===== src/rtl/pkt_hs_arb.sv =====
// Packet arbiter: grants one of NCH source FIFOs and streams its packet, byte by byte,
// to the HS lane core, with an optional idle gap enforced between packets.
module pkt_hs_arb #(
  parameter int NCH = 2,
  parameter int DW  = 8,
  parameter int GW  = 8
) (
  input  logic              clk,
  input  logic              rst,
  input  logic [NCH*DW-1:0] in_data,
  input  logic [NCH-1:0]    in_last,
  input  logic [NCH-1:0]    in_empty,
  output logic [NCH-1:0]    in_rd_ena,
  output logic              hs_start,
  output logic [DW-1:0]     hs_data,
  output logic              hs_last,
  input  logic              hs_ack,
  input  logic [NCH-1:0]    cfg_ena,
  input  logic              cfg_mode,
  input  logic [GW-1:0]     cfg_gap,
  input  logic              err_clr,
  output logic              busy,
  output logic [2:0]        cur_ch,
  output logic              pkt_done,
  output logic              err_underrun
);

  typedef enum logic [1:0] {IDLE, SEND, GAP} state_t;

  state_t        state, state_nxt;
  logic [2:0]    cur_ch_nxt;
  logic [2:0]    last_grant, last_grant_nxt;
  logic [GW-1:0] gap_cnt, gap_cnt_nxt;
  logic          start_q, start_nxt;
  logic          err_set;

  logic [NCH-1:0] elig;
  logic [NCH-1:0] rot;
  int             off;
  logic           found;
  logic [2:0]     winner;

  logic [DW-1:0]  sel_data;
  logic           sel_last;
  logic           sel_empty;

  assign elig = cfg_ena & ~in_empty;

  // Rotating the doubled request vector turns round-robin into a plain lowest-index search.
  always_comb begin
    off    = cfg_mode ? 0 : (int'(last_grant) + 1) % NCH;
    rot    = NCH'({elig, elig} >> off);
    found  = 1'b0;
    winner = '0;
    for (int i = 0; i < NCH; i++) begin
      if (!found && rot[i]) begin
        found  = 1'b1;
        winner = 3'((i + off) % NCH);
      end
    end
  end

  always_comb begin
    sel_data  = '0;
    sel_last  = 1'b0;
    sel_empty = 1'b1;
    for (int i = 0; i < NCH; i++) begin
      if (cur_ch == 3'(i)) begin
        sel_data  = in_data[i*DW +: DW];
        sel_last  = in_last[i];
        sel_empty = in_empty[i];
      end
    end
  end

  always_comb begin
    state_nxt      = state;
    cur_ch_nxt     = cur_ch;
    last_grant_nxt = last_grant;
    gap_cnt_nxt    = gap_cnt;
    start_nxt      = 1'b0;
    err_set        = 1'b0;
    hs_data        = '0;
    hs_last        = 1'b0;
    in_rd_ena      = '0;
    pkt_done       = 1'b0;
    case (state)
      IDLE: begin
        if (found) begin
          cur_ch_nxt = winner;
          start_nxt  = 1'b1;
          state_nxt  = SEND;
        end
      end
      SEND: begin
        hs_data = sel_data;
        hs_last = sel_last;
        for (int i = 0; i < NCH; i++)
          in_rd_ena[i] = (cur_ch == 3'(i)) && hs_ack && !sel_empty;
        if (hs_ack && sel_empty) begin
          err_set = 1'b1;
        end else if (hs_ack && sel_last) begin
          pkt_done       = 1'b1;
          last_grant_nxt = cur_ch;
          if (cfg_gap != '0) begin
            gap_cnt_nxt = cfg_gap;
            state_nxt   = GAP;
          end else begin
            state_nxt = IDLE;
          end
        end
      end
      GAP: begin
        gap_cnt_nxt = gap_cnt - GW'(1);
        if (gap_cnt == GW'(1)) state_nxt = IDLE;
      end
      default: state_nxt = IDLE;
    endcase
  end

  always_ff @(posedge clk or posedge rst) begin
    if (rst) begin
      state        <= IDLE;
      cur_ch       <= '0;
      last_grant   <= 3'(NCH - 1);
      gap_cnt      <= '0;
      start_q      <= 1'b0;
      err_underrun <= 1'b0;
    end else begin
      state        <= state_nxt;
      cur_ch       <= cur_ch_nxt;
      last_grant   <= last_grant_nxt;
      gap_cnt      <= gap_cnt_nxt;
      start_q      <= start_nxt;
      err_underrun <= err_set ? 1'b1 : (err_clr ? 1'b0 : err_underrun);
    end
  end

  assign hs_start = start_q;
  assign busy     = (state != IDLE);

endmodule

===== config.mk =====
export PLATFORM = sky130hd
export DESIGN_NAME = pkt_hs_arb
export DESIGN_NICKNAME = d
export VERILOG_FILES = /design/src/rtl/pkt_hs_arb.sv
export SDC_FILE = /design/constraint.sdc
export NUM_CORES = 1
export LEC_CHECK = 0
export CAP_MARGIN = 10
export CORE_UTILIZATION = 39
export CTS_CLUSTER_DIAMETER = 40
export DETAILED_ROUTE_END_ITERATION = 6
export PLACE_DENSITY = 0.87
export SYNTH_ARGS = -nofsm -noshare
export SYNTH_HDL_FRONTEND = slang
export SYNTH_SLANG_ARGS = --single-unit

===== constraint.sdc =====
create_clock -name clk -period 2.05 [get_ports clk]
set_input_delay 0.3075 -clock clk [delete_from_list [all_inputs] [get_ports clk]]
set_output_delay 0.3075 -clock clk [all_outputs]
set_load 0.1 [all_outputs]

Yosys cells after proc, flatten, opt, wreduce, memory -nomap -nowiden
Cells that the tools add are included.
- shifts and indexed selects: 1
- $add $sub $neg: 3
- reductions and logical operators: 19
- bitwise logic cells: 6
- multiplexer cells: 33
- eq/ne operators: 9
- operators by type and width (cell ; count):
    $mux W8 ; 6
    $add A2 B32 Y32 const A ; 1
    $mux W32 ; 1
    $shr A4 B32 Y2 ; 1
    $mux W1 ; 16
    $pmux W8 S2 ; 1
    $mux W2 ; 6
    $ne A2 B2 Y1 const B ; 5
    $eq A8 B1 Y1 const B ; 1
    $reduce_and A4 Y1 ; 2
    $reduce_bool A8 Y1 ; 1
    $sub A8 B1 Y8 const B ; 1
    $logic_and A1 B1 Y1 ; 7
    $mux W3 ; 2
    $pmux W2 S3 ; 1
    $reduce_bool A2 Y1 ; 3
    $eq A3 B1 Y1 const B ; 1
    $logic_not A3 Y1 ; 1
    $reduce_and A3 Y1 ; 1
    $and A1 B1 Y1 ; 2
    $and A2 B2 Y2 ; 1
    $eq A2 B1 Y1 const B ; 1
    $eq A2 B2 Y1 const B ; 1
    $logic_not A1 Y1 ; 2
    6 further kinds ; 6
- register bits: 16
- logic and storage cells: 77
- output and inout bits: 18
- input port bits: 35

Longest topological paths before layout
Gate-level depths: netlist of the first run.
- word-level depth: 10
- mapped depth: 6
- depth with buffers taken out: 6

Worst setup path after synthesis of the first run
No wires, ideal clock.
- path type: register to output
- start: register cur_ch[0]
- end: output port in_rd_ena[1]
- required time: 1.742 ns
- data arrival time: 3.782 ns
- cell stages (with the launch flop): 4
- slack: -2.039 ns
- cells stage by stage: dfrtp_1 -> buf_6 -> clkbuf_1 -> nor3b_1
- longest elaborated chain between the ends: 6
- elaborated cells on any way between the ends: 8
- classes of those cells: eq/ne: 1; mux: 3; reduce/logical: 4
- ends and longest elaborated chain (item ; line ; text):
    start, declared ; 23 ; output logic [2:0] cur_ch,
    start signal, assigned ; 131 ; cur_ch <= cur_ch_nxt;
    $logic_not A3 Y1 ; 68 ; if (cur_ch == 3'(i)) begin
    $mux W1 (2 in a row) ; 68 ;
    $logic_not A1 Y1 ; 99 ; in_rd_ena[i] = (cur_ch == 3'(i)) && hs_ack && !sel_empty;
    $logic_and A1 B1 Y1 (*) ; 99 ;
    $mux W2 (*) ; 87 ; case (state)
    end, declared ; 13 ; output logic [NCH-1:0] in_rd_ena,
Every way passes the cells marked *; elsewhere a longest branch is shown, timed or not.

Worst setup path after layout of the first run
- start: input port in_last[0]
- end: output port pkt_done
- longest elaborated chain between the ends: 6
- ends and longest elaborated chain (item ; line ; text):
    start, declared ; 11 ; input logic [NCH-1:0] in_last,
    $mux W1 (2 in a row) ; 68 ;
    $logic_and A1 B1 Y1 ; 102 ; end else if (hs_ack && sel_last) begin
    $mux W1 ; 102 ;
    $mux W1 ; 100 ; if (hs_ack && sel_empty) begin
    $mux W1 ; 87 ;
    end, declared ; 24 ; output logic pkt_done,
No other way between the ends.

==> qor.txt, run 1 <==
Die Span X -> 53.1 um
Setup Slack @ Placement -> 0.0749 ns
Count of final setup violators -> 0
Outcome -> complete, no violations
Post-Syn Area -> 0.00102 mm2
Post-synth EDFFs -> 0
Crit path arrival time -> 1.65 ns
Grt total ovfl -> 0
Root Driver -> clkbuf_4
Layout cell share with drive strength beyond 1 -> 27.6%
Path type of the worst setup path -> primary input to output pin
DR pass1 iterations -> 5
Clock-pin slew on the worst setup and hold paths -> 0.09 ns
Max VDD drop -> 1.56 mV
H-Tree Depth -> 1
Final Hold Fails -> 0
First-pass GRT wire length -> 4600 um
Power density cells -> 1710 mW/mm2
Max Slew Vio Count -> 0
Relative slew slack -> 63.2%
Post-synth cell types -> 43
Syn avg cell area -> 9.01 um2
Clock latency on the worst-skew pair -> 0.29 ns
Global Route Usage Sum -> 23.0%
Post-CTS repair timing setup buffer count -> 0
DRC Markers -> 0
CTS tree -> done
Area grow syn2layout -> 77.4%
Vias/cell -> 5.46
Avg WL per Cell -> 14.9 um
CTS sink count -> 14
Sequential fraction of the synthesis area -> 34.5%
Post-Syn Instances -> 113
Tcrit/Tclk final -> 95.5%
R2R setup slack -> 0.36 ns
Clock Skews -> 0.0114 ns
DRT iter0 DRCs -> 28
Seq cells post-synth -> 14
Cell Rows -> 18
Startpoint type of the worst setup path -> primary input
Gpl congestion -> 0.866
Crit-path max FO -> 7
Period minus WS final -> 1.96 ns
Ys Warns -> 0
Vias -> 1092
Static Leak -> 0.748 nW
Slew @ Worst Pin -> 0.552 ns
Die Area -> 0.00282 mm2
Post-route antenna net violation count -> 0
Die Y -> 53.1 um
Non-filler cells, final -> 200
Total CTS buffers -> 3
Asr flop ratio synth -> 100%
Fmax -> 511 MHz
I/O pin count -> 53
Hold_ws -> 0.360 ns
Top_reg_cell synth -> dfrtp_1
RSZ-0062 raised after global routing -> false
Clock tree buffer depth -> 2
Critical path capture point type -> output pin
Post-CTS Resized -> 0
Detailed placement HPWL -> 2380 um
Fin nets -> 208
Setup ws final -> 0.0918 ns
Inserted Diodes -> 0
Starting Density -> 41.1%
Pin count of the biggest net entering global routing -> 17
Layout fillers -> 182
WP data required -> 1.74 ns
Total Power -> 3.08 mW
Setup_tns -> 0 ns
Post-Place Cells -> 196
Max Cap Viol -> 0
Final wirelength -> 2990 um
Vias in the first global route -> 1075
Core region area -> 0.00248 mm2
Min-delay worst type -> primary input to asynchronous set/reset pin
Hold bufs inserted after CTS -> 0
Port Buffer Count -> 50
Initial antenna violation count -> 0
==> cells by family (layout without fill, tap and decap cells) <==
family | Yosys count | in the layout | synth area share [%]
AO/OA/AOI/OAI | 30 | 30 | 22.7
adder cells (fa/ha/maj) | 2 | 2 | 2.46
AND/OR/NAND/NOR | 44 | 44 | 22.9
buffers and inverters | 12 | 68 | 7.13
other | 1 | 2 | 0.368
multiplexers | 10 | 10 | 9.95
flip-flops | 14 | 14 | 34.5
==> synth_stat cells (2+ instances only) <==
library cell | n | area share, %
a211oi_1 | 2 | 1.5
mux2i_1 | 9 | 8.8
o211a_1 | 2 | 2.0
nand3b_1 | 2 | 1.5
nor3b_1 | 2 | 1.5
a31o_2 | 2 | 1.7
o2bb2ai_1 | 2 | 1.7
a31oi_1 | 2 | 1.2
nor4_1 | 2 | 1.2
o21ai_0 | 5 | 2.5
ha_1 | 2 | 2.5
o31ai_1 | 3 | 2.2
nand2b_1 | 4 | 2.5
nor2_1 | 16 | 5.9
nor3_1 | 2 | 0.98
nand2_1 | 5 | 1.8
nand3_1 | 3 | 1.5
buf_4 | 2 | 1.5
dfrtp_1 | 13 | 32
inv_1 | 6 | 2.2
a21oi_1 | 4 | 2.0
clkbuf_1 | 2 | 0.74
==> final timing paths <==
check	start	endpoint	depth (start not counted)
max	in_last[0]	pkt_done	5
min	rst	cur_ch[0]	2
max reg2reg	cur_ch[0]	gap_cnt[4]	5
min reg2reg	last_grant[0]	last_grant[0]	2
max in group asynchronous	rst	cur_ch[0]	2
min in group clk	last_grant[0]	last_grant[0]	2
==> worst max-delay path, stage by stage <==
cell and delay [ns]:
clkdlybuf4s50_1 0.47, or3b_1 0.36, a21o_4 0.26, clkinv_8 0.08, buf_12 0.17
==> state kept, by name, indices dropped and copies added (netlist names) <==
name          cells
last_grant        1
gap_cnt           8
err_underrun      1
hs_start          1
state             2
cur_ch            1
==> metrics by stage <==
stage / instance area [um2] / util, %
after global placement: 1780 / 71.9
after global routing: 1810 / 72.9
final: 1810 / 72.9
after floorplan: 1120 / -
after CTS: 1810 / 72.9
after detailed placement: 1780 / 71.9
==> per-layer routing <==
layer	GRT usage (%)	vias up	share of wire, %
li1	-	531	-
met2	38.0	63	44
met1	25.8	490	41
met3	8.05	8	13
met5	0	-	0
met4	11.8	0	2.1
==> where the power goes <==
part           total, mW  leakage [nW]  switching [mW]  internal [mW]
logic               2.36         0.568            1.52          0.834
clock network      0.169        0.0150          0.0935         0.0756
registers          0.555         0.165           0.138          0.416
total               3.08         0.748            1.76           1.33
==> placed cells by master (no fill, tap or decap), types with 2 or more instances in the layout <==
cell type	netlist	layout
ha_1	2	2
o2bb2ai_1	2	2
buf_12	0	13
mux2i_1	9	9
nor2_2	0	3
inv_1	6	6
buf_4	2	10
nor4_1	2	2
o21ai_0	5	5
a21oi_1	4	4
nand2_1	5	5
conb_1	1	2
clkdlybuf4s50_1	0	34
nand3b_1	2	2
a211oi_1	2	2
nand3_1	3	3
clkbuf_4	0	3
nor2_1	16	7
a31oi_1	2	2
nand2b_1	4	4
o31ai_1	3	3
a31o_2	2	2
nor2_4	0	6
dfrtp_1	13	12
o211a_1	2	2
==> layout make-up <==
cell class                      instances  area, um2  share of cell area, %
Inverter                                7       38.8                   2.15
Sequential cell                        14        355                   19.7
Tap cell                               30       37.5                   2.08
Multi-Input combinational cell         88        673                   37.3
Clock buffer                            4       26.3                   1.45
Timing Repair Buffer                   57        676                   37.4
No activity file was read; power rests on OpenSTA's default activity.
==> run 2: changes to the inputs <==
--- a/config.mk
+++ b/config.mk
@@ -10,6 +10,8 @@
 export CTS_CLUSTER_DIAMETER = 40
 export DETAILED_ROUTE_END_ITERATION = 6
 export PLACE_DENSITY = 0.87
+export RECOVER_POWER = 25
+export REMOVE_ABC_BUFFERS = 1
 export SYNTH_ARGS = -nofsm -noshare
 export SYNTH_HDL_FRONTEND = slang
 export SYNTH_SLANG_ARGS = --single-unit
==> run 2 against run 1 <==
Compared with the run above:
- highest routed layer unchanged
- clock skew increased by 0.0011 ns
- fmax fell by 1.3%
- first-iteration DRC count up 11%
- count of clock-buffer cells in the layout unchanged
==> qor.txt, run 2 (synthesized netlist as in run 1, its figures left out) <==
Die Y -> 53.1 um
I/O pin count -> 53
Setup Slack @ Placement -> 0.0323 ns
Cell Rows -> 18
Global Route Usage Sum -> 24.1%
Biggest register -> gap_cnt
Initial antenna violation count -> 0
Crit path from -> in_last[0]
Clock Skews -> 0.0125 ns
RSZ-0062 raised after global routing -> false
Gpl congestion -> 0.832
DR pass1 iterations -> 4
Area grow syn2layout -> 68.9%
Seq pwr share -> 18.5%
H-Tree Depth -> 1
Commonest non-fill, non-tap cell in the layout -> clkdlybuf4s50_1
Startpoint type of the worst setup path -> primary input
Max VDD drop -> 1.32 mV
Placed cell area -> 0.00169 mm2
Crit path arrival time -> 1.68 ns
Grt total ovfl -> 0
Util after Layout -> 69.4%
Root Driver -> clkbuf_4
DRC Markers -> 0
Layout cell share with drive strength beyond 1 -> 20.1%
Layout fillers -> 191
Min-delay worst type -> flop to flop
Power density cells -> 1700 mW/mm2
Hold bufs inserted after CTS -> 0
Max Slew Vio Count -> 0
Period minus WS final -> 1.98 ns
Post-CTS repair timing setup buffer count -> 0
Post-CTS Resized -> 0
Final Hold Fails -> 0
Inserted Diodes -> 0
Critical path capture point type -> output pin
Crit-path max FO -> 7
Max reg flops -> 8
Worst R2R Start -> cur_ch[0]
Int Pwr -> 1.25 mW
Largest registers -> gap_cnt x8, state x2
RR Endpoint -> gap_cnt[4]
Port Buffer Count -> 50
Count of final setup violators -> 0
Total CTS buffers -> 3
P_sw -> 1.67 mW
Max Cap Viol -> 0
Pin count of the biggest net entering global routing -> 17
Sw frac -> 57.2%
Outcome -> complete, no violations
Cells on worst reg2reg path -> 5
Post-route antenna net violation count -> 0
Die Span X -> 53.1 um
Core region area -> 0.00248 mm2
Clock power share -> 5.8%
CTS tree -> done
Slew @ Worst Pin -> 0.554 ns
Clock tree buffer depth -> 2
R2R setup slack -> 0.44 ns
Vias -> 1113
Setup_tns -> 0 ns
Tcrit/Tclk final -> 96.7%
Vias in the first global route -> 1085
Static Leak -> 0.732 nW
Relative slew slack -> 63.0%
WP data required -> 1.74 ns
Path type of the worst setup path -> primary input to output pin
CTS sink count -> 14
Most frequent cells in the layout -> clkdlybuf4s50_1 (33), nor2_1 (16), dfrtp_1 (13), buf_12 (13)
Comb pwr share -> 75.8%
Fmax -> 504 MHz
Clock-pin slew on the worst setup and hold paths -> 0.08 ns
Die Area -> 0.00282 mm2
Fin nets -> 207
Crit path to -> pkt_done
Setup ws final -> 0.0667 ns
Final wirelength -> 3020 um
DRT iter0 DRCs -> 31
First-pass GRT wire length -> 4850 um
Starting Density -> 41.1%
Clock latency on the worst-skew pair -> 0.29 ns
Avg WL per Cell -> 15.2 um
Detailed placement HPWL -> 2460 um
Vias/cell -> 5.59
Final instance area -> 0.00172 mm2
## run 2: final cells by class
class | instances | area (um2) | area share [%]
Timing Repair Buffer | 56 | 668 | 38.8
Multi-Input combinational cell | 88 | 598 | 34.8
Sequential cell | 14 | 352 | 20.4
Inverter | 7 | 38.8 | 2.25
Tap cell | 30 | 37.5 | 2.18
Clock buffer | 4 | 26.3 | 1.53
## run 2: worst max-delay path, cell delays in order
cell             delay (ns)
clkdlybuf4s50_1        0.48
or3b_1                 0.36
a21o_4                 0.28
clkinv_8               0.08
buf_12                 0.17
## run 2: how the worst min path moves through the flow
stage	to	start	slack (ns)	depth (start not counted)
finish	last_grant[0]	last_grant[0]	0.47	2
global route	last_grant[0]	last_grant[0]	0.50	2
CTS	err_underrun	rst	0.38	2
detailed placement	last_grant[0]	last_grant[0]	0.46	2
global placement	last_grant[0]	last_grant[0]	0.46	2
floorplan	cur_ch[0]	rst	0.20	1
## run 2: power groups by stage
stage / combinational (mW) / clock [mW] / sequential [mW]
5_1_grt: 2.32 / 0.182 / 0.567
6_report: 2.22 / 0.169 / 0.541
4_1_cts: 2.22 / 0.172 / 0.539
3_5_place_dp: 2.22 / 0 / 0.543
3_3_place_gp: 2.20 / 0 / 0.541
2_1_floorplan: 1.27 / 0 / 0.732
## run 2: metal layers
metal | GRT usage (%) | vias to the layer above | wire length [um]
li1 | - | 527 | -
met1 | 24.1 | 513 | 1070
met3 | 7.76 | 7 | 379
met5 | 0 | - | 0
met2 | 44.5 | 66 | 1500
met4 | 11.0 | 0 | 65
## run 2: metrics by stage
stage	total power [mW]	instances	hold slack [ns]
after floorplan	2.00	109	0.196
after CTS	2.93	199	0.383
after global placement	2.75	195	0.456
after global routing	3.07	199	0.495
after detailed placement	2.76	195	0.459
final	2.93	199	0.472
